<file path="config.mk">
export PLATFORM = sky130hd
export DESIGN_NAME = lfsr8_stepper
export DESIGN_NICKNAME = d
export VERILOG_FILES = /design/src/rtl/lfsr8_stepper_pkg.sv /design/src/rtl/btn_debounce.sv /design/src/rtl/lfsr8_stepper.sv
export SDC_FILE = /design/constraint.sdc
export NUM_CORES = 1
export LEC_CHECK = 0
export ABC_AREA = 1
export CAP_MARGIN = 20
export CELL_PAD_IN_SITES_DETAIL_PLACEMENT = 1
export CELL_PAD_IN_SITES_GLOBAL_PLACEMENT = 1
export CORE_MARGIN = 2
export CORE_UTILIZATION = 37
export DETAILED_ROUTE_END_ITERATION = 6
export GPL_TIMING_DRIVEN = 0
export PLACE_DENSITY = 0.83
export SETUP_SLACK_MARGIN = 0.5
export SLEW_MARGIN = 0
export SYNTH_ARGS = -nofsm -noshare
export SYNTH_HDL_FRONTEND = slang
export SYNTH_HIERARCHICAL = 1
export SYNTH_SLANG_ARGS = --single-unit
</file>
<file path="constraint.sdc">
create_clock -name clk -period 2.35 [get_ports clk]
set_input_delay 0.47 -clock clk [delete_from_list [all_inputs] [get_ports clk]]
set_output_delay 0.47 -clock clk [all_outputs]
set_load 0.005 [all_outputs]
</file>
<file path="src/rtl/lfsr8_stepper_pkg.sv">
// Shared definitions for the 8-bit button-stepped LFSR: width, feedback taps,
// action encoding and the single-step next-state function.
package lfsr8_stepper_pkg;

  localparam int LFSR_W = 8;

  // Taps at bits 4,3,2,0 realise x^8+x^4+x^3+x^2+1 (maximal length, period 255).
  localparam logic [LFSR_W-1:0] LFSR8_TAPS = 8'b0001_1101;

  typedef enum logic [1:0] {
    ACT_NONE = 2'b00,
    ACT_STEP = 2'b01,
    ACT_LOAD = 2'b10
  } act_e;

  function automatic logic [LFSR_W-1:0] lfsr8_next(input logic [LFSR_W-1:0] v);
    return {^(v & LFSR8_TAPS), v[LFSR_W-1:1]};
  endfunction

endpackage

</file>
<file path="src/rtl/btn_debounce.sv">
// Synchronises a raw bouncy button, accepts a new level only after it has
// differed for DEBOUNCE_CYCLES consecutive cycles, and flags its rising edge.
module btn_debounce #(
  parameter int DEBOUNCE_CYCLES = 16
) (
  input  logic clk,
  input  logic rst,
  input  logic raw,
  output logic level,
  output logic rise
);

  localparam int CW = (DEBOUNCE_CYCLES > 2) ? $clog2(DEBOUNCE_CYCLES) : 1;
  localparam logic [CW-1:0] CNT_MAX = CW'(DEBOUNCE_CYCLES - 1);

  logic          sync1_q;
  logic          sync2_q;
  logic [CW-1:0] cnt_q;
  logic [CW-1:0] cnt_d;
  logic          level_q;
  logic          level_d;
  logic          prev_q;

  // Stability counter: any return to the accepted level restarts the count.
  always_comb begin
    cnt_d   = {CW{1'b0}};
    level_d = level_q;
    if (sync2_q != level_q) begin
      if (cnt_q == CNT_MAX) begin
        level_d = ~level_q;
        cnt_d   = {CW{1'b0}};
      end else begin
        level_d = level_q;
        cnt_d   = cnt_q + CW'(1);
      end
    end else begin
      level_d = level_q;
      cnt_d   = {CW{1'b0}};
    end
  end

  // Synchroniser, counter, accepted level and its one-cycle-delayed copy.
  always_ff @(posedge clk) begin
    if (rst) begin
      sync1_q <= 1'b0;
      sync2_q <= 1'b0;
      cnt_q   <= {CW{1'b0}};
      level_q <= 1'b0;
      prev_q  <= 1'b0;
    end else begin
      sync1_q <= raw;
      sync2_q <= sync1_q;
      cnt_q   <= cnt_d;
      level_q <= level_d;
      prev_q  <= level_q;
    end
  end

  assign level = level_q;
  assign rise  = level_q & ~prev_q;

endmodule

</file>
<file path="src/rtl/lfsr8_stepper.sv">
// 8-bit Fibonacci LFSR advanced by a debounced step button and reloaded from
// switches by a debounced load button; drives two hex-digit decoders.
module lfsr8_stepper
  import lfsr8_stepper_pkg::*;
#(
  parameter int          DEBOUNCE_CYCLES = 16,
  parameter logic [7:0]  SEED            = 8'h01
) (
  input  logic       clk,
  input  logic       rst,
  input  logic       btn_step,
  input  logic       btn_load,
  input  logic [7:0] seed_in,
  output logic [7:0] value,
  output logic [3:0] nib_lo,
  output logic [3:0] nib_hi,
  output logic [7:0] step_cnt,
  output logic       zero_fix,
  output logic       step_pulse
);

  logic              step_level;
  logic              step_rise;
  logic              load_level;
  logic              load_rise;
  logic              unused_levels;
  act_e              act;
  logic [LFSR_W-1:0] value_q;
  logic [LFSR_W-1:0] value_d;
  logic [7:0]        step_cnt_q;
  logic [7:0]        step_cnt_d;
  logic              zero_fix_q;
  logic              zero_fix_d;

  btn_debounce #(.DEBOUNCE_CYCLES(DEBOUNCE_CYCLES)) u_db_step (
    .clk   (clk),
    .rst   (rst),
    .raw   (btn_step),
    .level (step_level),
    .rise  (step_rise)
  );

  btn_debounce #(.DEBOUNCE_CYCLES(DEBOUNCE_CYCLES)) u_db_load (
    .clk   (clk),
    .rst   (rst),
    .raw   (btn_load),
    .level (load_level),
    .rise  (load_rise)
  );

  assign unused_levels = step_level ^ load_level;

  // Load has priority; a coincident step press is dropped entirely.
  always_comb begin
    act = ACT_NONE;
    if (load_rise) begin
      act = ACT_LOAD;
    end else if (step_rise) begin
      act = ACT_STEP;
    end else begin
      act = ACT_NONE;
    end
  end

  // Next LFSR state, step counter and zero-seed flag for the selected action.
  always_comb begin
    value_d    = value_q;
    step_cnt_d = step_cnt_q;
    zero_fix_d = zero_fix_q;
    case (act)
      ACT_LOAD: begin
        value_d    = (seed_in == 8'h00) ? SEED : seed_in;
        zero_fix_d = (seed_in == 8'h00);
        step_cnt_d = 8'h00;
      end
      ACT_STEP: begin
        value_d    = lfsr8_next(value_q);
        step_cnt_d = step_cnt_q + 8'h01;
      end
      default: begin
        value_d    = value_q;
        step_cnt_d = step_cnt_q;
        zero_fix_d = zero_fix_q;
      end
    endcase
  end

  // Architectural state registers.
  always_ff @(posedge clk) begin
    if (rst) begin
      value_q    <= SEED;
      step_cnt_q <= 8'h00;
      zero_fix_q <= 1'b0;
    end else begin
      value_q    <= value_d;
      step_cnt_q <= step_cnt_d;
      zero_fix_q <= zero_fix_d;
    end
  end

  assign value      = value_q;
  assign nib_lo     = value_q[3:0];
  assign nib_hi     = value_q[7:4];
  assign step_cnt   = step_cnt_q;
  assign zero_fix   = zero_fix_q;
  assign step_pulse = (act == ACT_STEP);

endmodule

</file>
# ---- Word level (Yosys, flattened, before mapping)
# Cells that the tools add are included.
dict set report word_totals {
  regBits 33
  input_bits 12
  output_inout_bits 26
  elab_cells 42
}
dict set report op_classes {
  n_addsub 3
  eq_ne 6
  mux 5
  n_bitwise 8
  reduce_logical 7
}
# op n
set op_table {}
lappend op_table {{one-hot mux 8 bit (2 select lines)} 2}
lappend op_table {{adder 4 x 1 -> 4 bit, second input constant} 2}
lappend op_table {{adder 8 x 1 -> 8 bit, second input constant} 1}
lappend op_table {{equality test 4 bit, second input constant} 2}
lappend op_table {{zero test 8 bit} 1}
lappend op_table {{2-to-1 mux 8 bit} 1}
lappend op_table {{XOR reduction 8 bit} 1}
lappend op_table {{NOT 1 bit} 6}
lappend op_table {{OR reduction 3 bit} 2}
lappend op_table {{AND reduction 2 bit} 2}
lappend op_table {{bitwise AND 1 bit} 2}
lappend op_table {{equality test 2 x 1 -> 1 bit, second input constant} 1}
lappend op_table {{equality test 2 bit, second input constant} 1}
lappend op_table {{2-to-1 mux 2 bit} 1}
lappend op_table {{inequality test 1 bit} 2}
lappend op_table {{nonzero test 2 bit} 1}
lappend op_table {{2-to-1 mux 1 bit} 1}

# ---- Longest topological paths before layout
# Gate-level depths: netlist of run 1.
dict set report logic_depth {
  ltp_word 6
  mapped_depth 10
}

# ---- By module
# Netlist of run 1, hierarchy kept.
# mod n_inst cells_per_inst area_per_inst_um2 seq_area_each_um2
set by_module_without_submodules {}
lappend by_module_without_submodules {lfsr8_stepper 1 135 918.4 340.3}
lappend by_module_without_submodules {btn_debounce 2 37 299.0 160.2}

# ---- Worst setup path before layout of run 1
# Ideal clock, no wire load.
dict set report synth_path {
  path_kind {register to output}
  from {register u_db_step.level_q (netlist: u_db_step/level)}
  to {output step_pulse}
  arrival_time_ns 0.887
  t_required_ns 1.880
  path_slack_ns 0.993
  stages_incl_launch_ff 5
  cell_sequence {dfxtp_1 inv_1 nor2_1 nand2_2 inv_2}
}
dict set report synth_via {
  elab_chain_cells 4
}
# item line
set synth_lines {}
lappend synth_lines {{start: declaration} btn_debounce.sv:20} ;# logic level_q;
lappend synth_lines {{start signal: assignment} btn_debounce.sv:54} ;# level_q <= level_d;
lappend synth_lines {{bitwise AND 1 bit} btn_debounce.sv:60} ;# assign rise = level_q & ~prev_q;
lappend synth_lines {{named net step_rise} lfsr8_stepper.sv:23} ;# logic step_rise;
lappend synth_lines {{2-to-1 mux 1 bit} lfsr8_stepper.sv:58} ;# end else if (step_rise) begin
lappend synth_lines {{2-to-1 mux 2 bit} lfsr8_stepper.sv:56} ;# if (load_rise) begin
lappend synth_lines {{equality test 2 x 1 -> 1 bit} lfsr8_stepper.sv:106} ;# assign step_pulse = (act == ACT_STEP);
lappend synth_lines {{end: declaration} lfsr8_stepper.sv:19} ;# output logic step_pulse
# The timed path passes the listed nets, and every way through them passes these cells.

# ---- Worst setup path after layout of run 1
dict set report layout_path {
  from {register value_q[1] (netlist: value[1])}
  to {output value[1]}
}
# item line
set layout_lines {}
lappend layout_lines {{start: declaration} lfsr8_stepper.sv:28} ;# logic [LFSR_W-1:0] value_q;
lappend layout_lines {{start signal: assignment} lfsr8_stepper.sv:95} ;# value_q <= value_d;
lappend layout_lines {{end: declaration} lfsr8_stepper.sv:14} ;# output logic [7:0] value,
# No word-level cell between the ends.

==> out/qor.csv, run 1 <==
metric,value,unit
status,"finished, final reports clean",
grt total ovfl,0,
Syn Nets,224,
area grow syn2layout,39.6,%
FMAX,565,MHz
worst skew pair latency,0.29,ns
nets@finish,272,
Synth Instances,209,
Slew Limit Fails,0,
unrepaired setup endpoints after global routing,no,
vias per cell,4.73,
die width,68.0,um
sequential cell area,663,um^2
port bufs,37,
pwr/cell area,549,nW/um^2
Max Cap Violations,0,
Setup Viol. Count Final,0,
Initial Utilization,0.382,
vias,1458,
hpwl dp,2700,um
die height,68.0,um
Clock transition at path regs,0.07,ns
Max VDD drop,400,uV
critical path class,flip-flop to output port,
Mapped Avg Cell Area,7.26,um^2
Leak,0.947,nW
Ant. Diodes,0,
Multi-input gate area,679,um^2
clock buffer count from CTS,5,
antenna-violating nets left,0,
most frequent cells in the layout,"nand2_1, nor2_1, clkdlybuf4s50_1, dfxtp_1, inv_1",
CTS tree,yes,
# fillers,517,
first-pass GRT wire length,5690,um
startpoint types,flip-flop,
Crit path required time,1.88,ns
Reg2Reg Setup Slack,0.89,ns
DR iter-0 viols,32,
All-Layer GR Usage,0.169,
Slew headroom,0.512,
crit-path cells,buf_4 -> clkdlybuf4s50_1,
post-route clock period utilization,0.753,
Clock Root Buffer,clkbuf_8,
std cell rows,23,
Worst-Margin Slew,0.730,ns
minimum clock period,1.77,ns
Hold WC Path Type,flip-flop to flip-flop,
post-synthesis register bit count,33,
total power draw,1.16,mW
Arrival @ worst endpoint,1.30,ns
setup TNS,0,ns
DRC,0,
layout cell share with drive strength beyond 1,0.143,
Final Hold Vio Count,0,
Clock Tree Buf Depth,2,
Crit-path slowest cell,clkdlybuf4s50_1,
DR WL/cell,11.6,um
die footprint,4630,um^2
htree depth,2,
vias in the first global route,1307,
sequential cell area fraction in the yosys report,0.436,
Pre-antenna DRT Iters,3,
skew final,0.00367,ns
initial antenna violation count,0,
number of primary I/O pins,38,
CP peak stage delay,0.48,ns
Final Wtd Congestion,0.818,
CTS Hold Bufs,0,
CP Capture Type,output port,
Synth cell types,24,
Post-Synthesis Cell Area,1520,um^2
Total Wirelength,3580,um
Yosys warning total,6,
pre-CTS WS,0.269,ns
Crit Path Max Fanout,4,
CORE AREA,3970,um^2
setup ws final,0.581,ns
"commonest non-fill, non-tap cell in the layout",nand2_1,
largest net degree at the start of global routing,18,
Sinks on Clock Net,33,
==> final timing paths <==
check	cells past startpoint	start	to
hold / removal	2	u_db_load/sync1_q	u_db_load/sync2_q
hold reg to reg	2	u_db_load/sync1_q	u_db_load/sync2_q
setup reg to reg	8	u_db_step/level	value[7]
setup / recovery	2	value[1]	value[1]
==> state kept, by name, summed over array words and instances, names as in the netlist, 4 cells and up <==
| signal | cells |
|---|---|
| step_cnt | 8 |
| value | 8 |
| u_db_load/cnt_q | 4 |
| u_db_step/cnt_q | 4 |
==> repair_timing <==
action,4_1_cts,5_1_grt
setup endpoints to repair,1,2
resized for setup,9,1
hold endpoints to repair,0,0
buffers inserted,3,1
pin swaps,1,0
==> worst max-delay path: cells and delay by family (launching register included) <==
family | cells | cell delay (ns)
buffers and inverters | 2 | 0.61
DFF | 1 | 0.40
==> layer usage <==
layer  share of wire  vias to the layer above  global-route usage
li1                -                      737                   -
met1            0.42                      687               0.180
met2            0.52                       25               0.301
met3           0.035                        9              0.0493
met4           0.024                        0              0.0850
met5               0                        -                   0
==> power by group <==
part | internal, mW | switching [mW]
registers | 0.563 | 0.00277
logic | 0.0220 | 0.0202
clock network | 0.346 | 0.208
==> synthesized netlist by cell type <==
cell | n | area [um^2]
nand3_2 | 4 | 40.0
nand4_1 | 4 | 25.0
nand4_2 | 1 | 12.5
nand2_1 | 48 | 180
xnor2_1 | 2 | 17.5
o22ai_1 | 2 | 12.5
ha_1 | 3 | 37.5
inv_2 | 2 | 7.51
nor2_8 | 1 | 20.0
dfxtp_1 | 33 | 661
buf_6 | 1 | 11.3
buf_4 | 8 | 60.1
o221ai_1 | 1 | 8.76
nand2_2 | 3 | 18.8
o211ai_1 | 1 | 7.51
nor2_1 | 41 | 154
nand3_1 | 7 | 35.0
a21oi_1 | 8 | 40.0
o21ai_0 | 5 | 25.0
nor3_1 | 1 | 5.00
a31oi_1 | 1 | 6.26
a22oi_1 | 1 | 7.51
nor2_4 | 1 | 11.3
inv_1 | 30 | 113
==> kinds of logic (layout without fill, tap and decap cells) <==
| group | after synthesis | after routing | synth area share |
|---|---|---|---|
| XOR/XNOR | 2 | 2 | 0.0116 |
| AO/OA/AOI/OAI | 19 | 19 | 0.0710 |
| flip-flops | 33 | 33 | 0.436 |
| AND/OR/NAND/NOR | 111 | 111 | 0.331 |
| buffers and inverters | 41 | 90 | 0.126 |
| adder cells (fa/ha/maj) | 3 | 3 | 0.0248 |
==> per-stage QoR <==
step	area, um^2	util	std cells	hold slack, ns
final	2120	0.533	308	0.415
after global routing	2120	0.533	308	0.442
after CTS	2110	0.531	307	0.422
after detailed placement	1950	0.491	296	0.413
after global placement	1950	0.491	296	0.389
after floorplan	1520	-	209	0.388
==> layout make-up <==
cell class,instances,share of cell area
buffer,9,0.0337
clock buffer,7,0.0408
clock inverter,1,0.0142
inverter,32,0.0591
multi-input combinational,135,0.321
sequential,33,0.313
tap,50,0.0296
timing repair buffer,41,0.189
No activity file was read; power rests on OpenSTA's default activity.
==> inputs of run 2 (changes only) <==
--- a/config.mk
+++ b/config.mk
@@ -10,10 +10,10 @@
 export CELL_PAD_IN_SITES_DETAIL_PLACEMENT = 1
 export CELL_PAD_IN_SITES_GLOBAL_PLACEMENT = 1
 export CORE_MARGIN = 2
-export CORE_UTILIZATION = 37
+export CORE_UTILIZATION = 31
 export DETAILED_ROUTE_END_ITERATION = 6
 export GPL_TIMING_DRIVEN = 0
-export PLACE_DENSITY = 0.83
+export PLACE_DENSITY = 0.74
 export SETUP_SLACK_MARGIN = 0.5
 export SLEW_MARGIN = 0
 export SYNTH_ARGS = -nofsm -noshare
==> constraint.sdc (replaced) <==
create_clock -name clk -period 1.6 [get_ports clk]
set_input_delay 0.32 -clock clk [delete_from_list [all_inputs] [get_ports clk]]
set_output_delay 0.32 -clock clk [all_outputs]
set_load 0.005 [all_outputs]
==> out/qor.csv, run 2 (synthesis gave the netlist of run 1 again) <==
metric,value,unit,change
worst hold path depth,2,,unchanged
die width,73.9,um,was 68.0 um
Worst-Margin Slew,0.461,ns,was 0.730 ns
DRC,0,,unchanged
Crit Path Max Fanout,2,,was 4
Pre-antenna DRT Iters,4,,was 3
switching power,370,uW,was 231 uW
setup ws final,0.169,ns,was 0.581 ns
Crit-path slowest cell,dfxtp_2,,was clkdlybuf4s50_1
Final Wtd Congestion,0.749,,was 0.818
worst flop-to-flop path endpoint,value[6],,was value[7]
first-pass GRT wire length,7440,um,was 5690 um
FMAX,699,MHz,
Internal Power,1.36,mW,was 931 uW
area grow syn2layout,77.0,%,was 39.6%
post-layout util,0.568,,was 0.533
nets@finish,309,,was 272
port bufs,37,,unchanged
status,"finished, final reports clean",,unchanged
hold_ws,0.410,ns,was 0.415 ns
CP Capture Type,output port,,unchanged
Arrival @ worst endpoint,1.11,ns,was 1.30 ns
initial antenna violation count,0,,unchanged
std cell rows,25,,was 23
Slew headroom,0.693,,was 0.512
Crit path required time,1.28,ns,was 1.88 ns
vias in the first global route,1645,,"was 1,307"
unrepaired setup endpoints after global routing,yes,,was no
die height,73.9,um,was 68.0 um
dominant cell type by count on the critical path,buf_6,,
Final Hold Vio Count,0,,unchanged
FF-to-FF path depth,11,,was 8
Initial Utilization,0.321,,was 0.382
startpoint types,flip-flop,,unchanged
total power draw,1.73,mW,was 1.16 mW
Hold WC Path Type,flip-flop to flip-flop,,unchanged
die footprint,5470,um^2,was 4630 um^2
CTS tree,yes,,unchanged
CP peak stage delay,0.33,ns,was 0.48 ns
minimum clock period,1.43,ns,
All-Layer GR Usage,0.180,,was 0.169
setup TNS,0,ns,unchanged
worst skew pair latency,0.30,ns,was 0.29 ns
hpwl dp,2570,um,was 2700 um
critical path class,flip-flop to output port,,unchanged
Sinks on Clock Net,33,,unchanged
Clock Tree Buf Depth,2,,unchanged
pre-CTS WS,-0.278,ns,was 0.269 ns
Slew Limit Fails,0,,unchanged
Clock Root Buffer,clkbuf_8,,unchanged
Sw Share,0.214,,was 0.199
Setup Viol. Count Final,0,,unchanged
largest net degree at the start of global routing,18,,unchanged
Reg2Reg Setup Slack,0.21,ns,was 0.89 ns
vias,1657,,"was 1,458"
most frequent cells in the layout,"nand2_1, nor2_1, buf_6, buf_4, inv_1",,"was nand2_1, nor2_1, clkdlybuf4s50_1, dfxtp_1, inv_1"
Max Cap Violations,0,,unchanged
grt total ovfl,0,,unchanged
number of primary I/O pins,38,,unchanged
Worst Hold Launch,u_db_load/sync1_q,,unchanged
Hold EP,u_db_load/sync2_q,,unchanged
antenna-violating nets left,0,,unchanged
Leak,1.33,nW,was 0.947 nW
skew final,0.00656,ns,was 0.00367 ns
Total Wirelength,5120,um,was 3580 um
DR iter-0 viols,30,,was 32
clock buffer count from CTS,5,,unchanged
sequential power share,0.476,,was 0.487
post-route clock period utilization,0.895,,
vias per cell,4.58,,was 4.73
combinational share of power,0.041,,was 0.036
htree depth,2,,unchanged
Reg-to-Reg Start,u_db_step/level,,unchanged
Max VDD drop,560,uV,was 400 uV
clock network power share,0.484,,was 0.476
crit-path cells,inv_2 -> nor2_2 -> buf_6 -> inv_8 -> nand2_8 -> inv_6 -> buf_6,,was buf_4 -> clkdlybuf4s50_1
CORE AREA,4720,um^2,was 3970 um^2
layout cell share with drive strength beyond 1,0.502,,was 0.143
pwr/cell area,645,nW/um^2,was 549 nW/um^2
Ant. Diodes,0,,unchanged
"commonest non-fill, non-tap cell in the layout",nand2_1,,unchanged
DR WL/cell,14.2,um,was 11.6 um
Clock transition at path regs,0.07,ns,about the same
[run 2: cell count changes in the layout (fill, tap and decap cells not counted), moves of 5 or more]
| cell | previous run | this run |
|---|---|---|
| o21ai_0 | 5 | 0 |
| buf_6 | 1 | 31 |
| a21oi_1 | 8 | 3 |
| nand3_1 | 7 | 2 |
| dfxtp_2 | 2 | 15 |
| nand2_1 | 48 | 39 |
| dfxtp_1 | 31 | 14 |
| buf_2 | 0 | 12 |
| buf_4 | 12 | 30 |
| clkdlybuf4s50_1 | 36 | 10 |
| a21oi_2 | 0 | 5 |
[run 2: worst max-delay path by stage]
stage,start,slack (ns),endpoint,cells after the start
detailed placement,rst,-0.28,value[2],4
global placement,rst,-0.27,value[2],4
CTS,u_db_load/level,0.16,step_pulse,7
finish,u_db_load/level,0.17,step_pulse,7
global route,u_db_load/level,0.11,step_pulse,7
floorplan,u_db_load/level,0.47,value[4],10
[run 2: area by class of cell]
cell class                      count  area (um^2)
Fill cell                         564         2040
Multi-Input combinational cell    135          851
Sequential cell                    33          694
Timing Repair Buffer               78          694
Inverter                           32          143
Buffer                              9          101
Clock buffer                        7         86.3
Tap cell                           67         83.8
Clock inverter                      1         30.0
[run 2: metrics by stage]
step | instances | cell area [um^2]
after floorplan | 209 | 1550
after global placement | 313 | 2000
after detailed placement | 313 | 2000
after CTS | 353 | 2460
after global routing | 362 | 2680
final | 362 | 2680
[run 2: power groups by stage]
stage	registers (mW)	logic, mW	clock network [mW]
after floorplan	0.849	0.0199	0
after global placement	0.849	0.0614	0
after detailed placement	0.850	0.0621	0
after CTS	0.825	0.0638	0.847
after global routing	0.824	0.0771	0.887
final	0.824	0.0703	0.838
[run 2: metal layers]
metal	part of all wire	global-route usage	vias up
li1	-	-	816
met1	0.42	0.196	800
met2	0.54	0.336	32
met3	0.025	0.0461	9
met4	0.018	0.0606	0
met5	0	0	-
[run 2: repair_timing]
action / 4_1_cts / 5_1_grt
hold buffers: 0 / 0
resized for setup: 180 / 33
buffers inserted: 32 / 9
pin swaps: 12 / 14
setup endpoints to repair: 59 / 33
[run 2: critical path, delay by kind of cell (launching register included)]
kind / cells / cell delay, ns
buffers and inverters: 5 / 0.36
DFF: 1 / 0.33
and+or+nand+nor: 2 / 0.13
==> inputs of run 3 (changes only) <==
--- a/config.mk
+++ b/config.mk
@@ -18,5 +18,4 @@
 export SLEW_MARGIN = 0
 export SYNTH_ARGS = -nofsm -noshare
 export SYNTH_HDL_FRONTEND = slang
-export SYNTH_HIERARCHICAL = 1
 export SYNTH_SLANG_ARGS = --single-unit
==> out/qor.csv, run 3 <==
metric,value,unit,change
CTS Hold Bufs,0,,unchanged
Initial Utilization,0.322,,was 0.321
Hold WC Path Type,flip-flop to flip-flop,,unchanged
Reg-to-Reg Start,u_db_step.level,,was u_db_step/level
post-layout util,0.558,,was 0.568
Mapped Avg Cell Area,7.26,um^2,about the same
placed cell areas,1990,um^2,was 2000 um^2
Slew headroom,0.813,,was 0.693
Pre-antenna DRT Iters,4,,unchanged
Final Wtd Congestion,0.703,,was 0.749
Max VDD drop,456,uV,was 560 uV
Yosys warning total,0,,was 6
FMAX,738,MHz,was 699 MHz
CORE AREA,4750,um^2,was 4720 um^2
startpoint types,flip-flop,,unchanged
DRC,0,,unchanged
htree depth,2,,unchanged
All-Layer GR Usage,0.165,,was 0.180
Post-Synthesis Cell Area,1530,um^2,was 1520 um^2
Setup Viol. Count Final,0,,unchanged
status,"finished, final reports clean",,unchanged
Clock Root Buffer,clkbuf_8,,unchanged
number of primary I/O pins,38,,unchanged
CP Capture Type,output port,,unchanged
Worst Hold Launch,u_db_load.sync1_q,,was u_db_load/sync1_q
antenna-violating nets left,0,,unchanged
pwr/cell area,575,nW/um^2,was 645 nW/um^2
initial antenna violation count,0,,unchanged
DR iter-0 viols,55,,was 30
Hold EP,u_db_load.sync2_q,,was u_db_load/sync2_q
Final Hold Vio Count,0,,unchanged
Post-synth EDFFs,0,,unchanged
Syn Nets,226,,was 224
Synth Instances,211,,was 209
Ant. Diodes,0,,unchanged
minimum clock period,1.35,ns,was 1.43 ns
unrepaired setup endpoints after global routing,yes,,unchanged
asr flop ratio synth,0,,unchanged
die footprint,5520,um^2,was 5470 um^2
main flop type after synthesis,dfxtp_1,,unchanged
Arrival @ worst endpoint,1.03,ns,was 1.11 ns
total power draw,1.53,mW,was 1.73 mW
largest net degree at the start of global routing,11,,was 18
worst skew pair latency,0.29,ns,was 0.30 ns
area grow syn2layout,73.4,%,was 77.0%
std cell rows,25,,unchanged
vias,1647,,"was 1,657"
critical path class,flip-flop to output port,,unchanged
sequential cell area fraction in the yosys report,0.431,,was 0.436
largest cells by area after synthesis,"dfxtp_1, nand2_1, inv_1, nor2_1, buf_4",,"was dfxtp_1, nand2_1, nor2_1, inv_1, buf_4"
"Design Area, Final",2660,um^2,was 2680 um^2
hpwl dp,2680,um,was 2570 um
clock buffer count from CTS,5,,unchanged
FF-to-FF path depth,10,,was 11
post-route clock period utilization,0.846,,was 0.895
post-synthesis register bit count,33,,unchanged
Crit path required time,1.28,ns,about the same
Total Wirelength,5390,um,was 5120 um
Leak,1.28,nW,was 1.33 nW
Worst-Margin Slew,0.278,ns,was 0.461 ns
most frequent cell after synthesis,nand2_1,,unchanged
dpl cells,315,,was 313
die width,74.3,um,was 73.9 um
Max Cap Violations,0,,unchanged
Synth cell types,27,,was 24
first-pass GRT wire length,6960,um,was 7440 um
worst flop-to-flop path endpoint,value[0],,was value[6]
synth cell count leaders,"nand2_1, dfxtp_1, inv_1, nor2_1",,"was nand2_1, nor2_1, dfxtp_1"
CTS tree,yes,,unchanged
die height,74.3,um,was 73.9 um
Sinks on Clock Net,33,,unchanged
Slew Limit Fails,0,,unchanged
vias in the first global route,1569,,"was 1,645"
Reg2Reg Setup Slack,0.36,ns,was 0.21 ns
Post-Layout Cell Count,357,,was 362
most frequent cells in the layout,"nand2_1, buf_4, buf_6, inv_1, nor2_1",,"was nand2_1, nor2_1, buf_6, buf_4, inv_1"
Crit Path Max Fanout,2,,unchanged
Clock Tree Buf Depth,2,,unchanged
area fraction of the dominant cell type after synthesis,0.431,,was 0.436
port bufs,37,,unchanged
grt total ovfl,0,,unchanged
skew final,0.00888,ns,was 0.00656 ns
"commonest non-fill, non-tap cell in the layout",nand2_1,,unchanged
nets@finish,304,,was 309
top cell type by total area after synthesis,dfxtp_1,,unchanged
worst hold path depth,2,,unchanged
vias per cell,4.61,,was 4.58
layout cell share with drive strength beyond 1,0.541,,was 0.502
hold_ws,0.409,ns,was 0.410 ns
DR WL/cell,15.1,um,was 14.2 um
Clock transition at path regs,0.07,ns,about the same
## run 3: cell count changes after synthesis, sizes merged, moves of 2 or more
| cell | change |
|---|---|
| nor2 | -10 |
| xor2 | +5 |
| inv | +4 |
| nand2 | +4 |
| nand4 | -4 |
| o21ai | +4 |
| o211ai | +3 |
| nand3 | -2 |
| nor3 | +2 |
| o22ai | -2 |
| xnor2 | -2 |
## run 3: worst max path at each step
stage / start / to / slack (ns) / cells past startpoint
after CTS: u_db_step.level / step_pulse / 0.25 / 5
final: u_db_step.level / step_pulse / 0.25 / 5
after floorplan: step_cnt[1] / step_cnt[4] / 0.50 / 6
after global routing: u_db_step.level / step_pulse / 0.20 / 5
after detailed placement: rst / step_cnt[6] / -0.08 / 5
after global placement: rst / step_cnt[5] / -0.07 / 5
## run 3: per-layer routing
| metal | track usage | vias to the layer above | part of all wire |
|---|---|---|---|
| met2 | 0.289 | 36 | 0.53 |
| li1 | - | 791 | - |
| met1 | 0.193 | 809 | 0.42 |
| met5 | 0 | - | 0 |
| met4 | 0.0536 | 0 | 0.019 |
| met3 | 0.0515 | 11 | 0.030 |
## run 3: what timing repair did
item,in CTS,in global routing
buffers inserted,23,11
pin swaps,11,23
endpoints found under the setup margin,52,41
gates resized for setup,169,69
## run 3: final cells by class
class	count	area, um^2
Buffer	10	119
Tap cell	67	83.8
Clock buffer	6	72.6
Inverter	36	155
Clock inverter	2	10.0
Fill cell	589	2100
Multi-Input combinational cell	132	896
Sequential cell	33	702
Timing Repair Buffer	71	617
## run 3: where the power goes
part / leakage (nW) / switching, mW / internal [mW]
registers: 0.279 / 0.00382 / 0.819
logic: 0.954 / 0.0411 / 0.0487
clock network: 0.0450 / 0.312 / 0.301
## run 3: worst max-delay path, stage by stage (launching register included)
cell	delay, ns
dfxtp_2	0.34
inv_2	0.06
nor2_4	0.12
nand2_4	0.09
inv_8	0.06
buf_6	0.08
## run 3: kinds of logic (layout without fill, tap and decap cells)
family | after synthesis | after routing | synth area share
compound gates | 22 | 22 | 0.0874
fa+ha+maj | 3 | 3 | 0.0245
buf+inv | 46 | 125 | 0.136
simple gates | 102 | 102 | 0.292
xor+xnor | 5 | 5 | 0.0286
flops | 33 | 33 | 0.431
## run 3: stage by stage
step	TNS [ns]	worst slack, ns
final	0	0.246
after global routing	0	0.199
after CTS	0	0.255
after detailed placement	-0.378	-0.0817
after global placement	-0.278	-0.0666
after floorplan	0	0.503
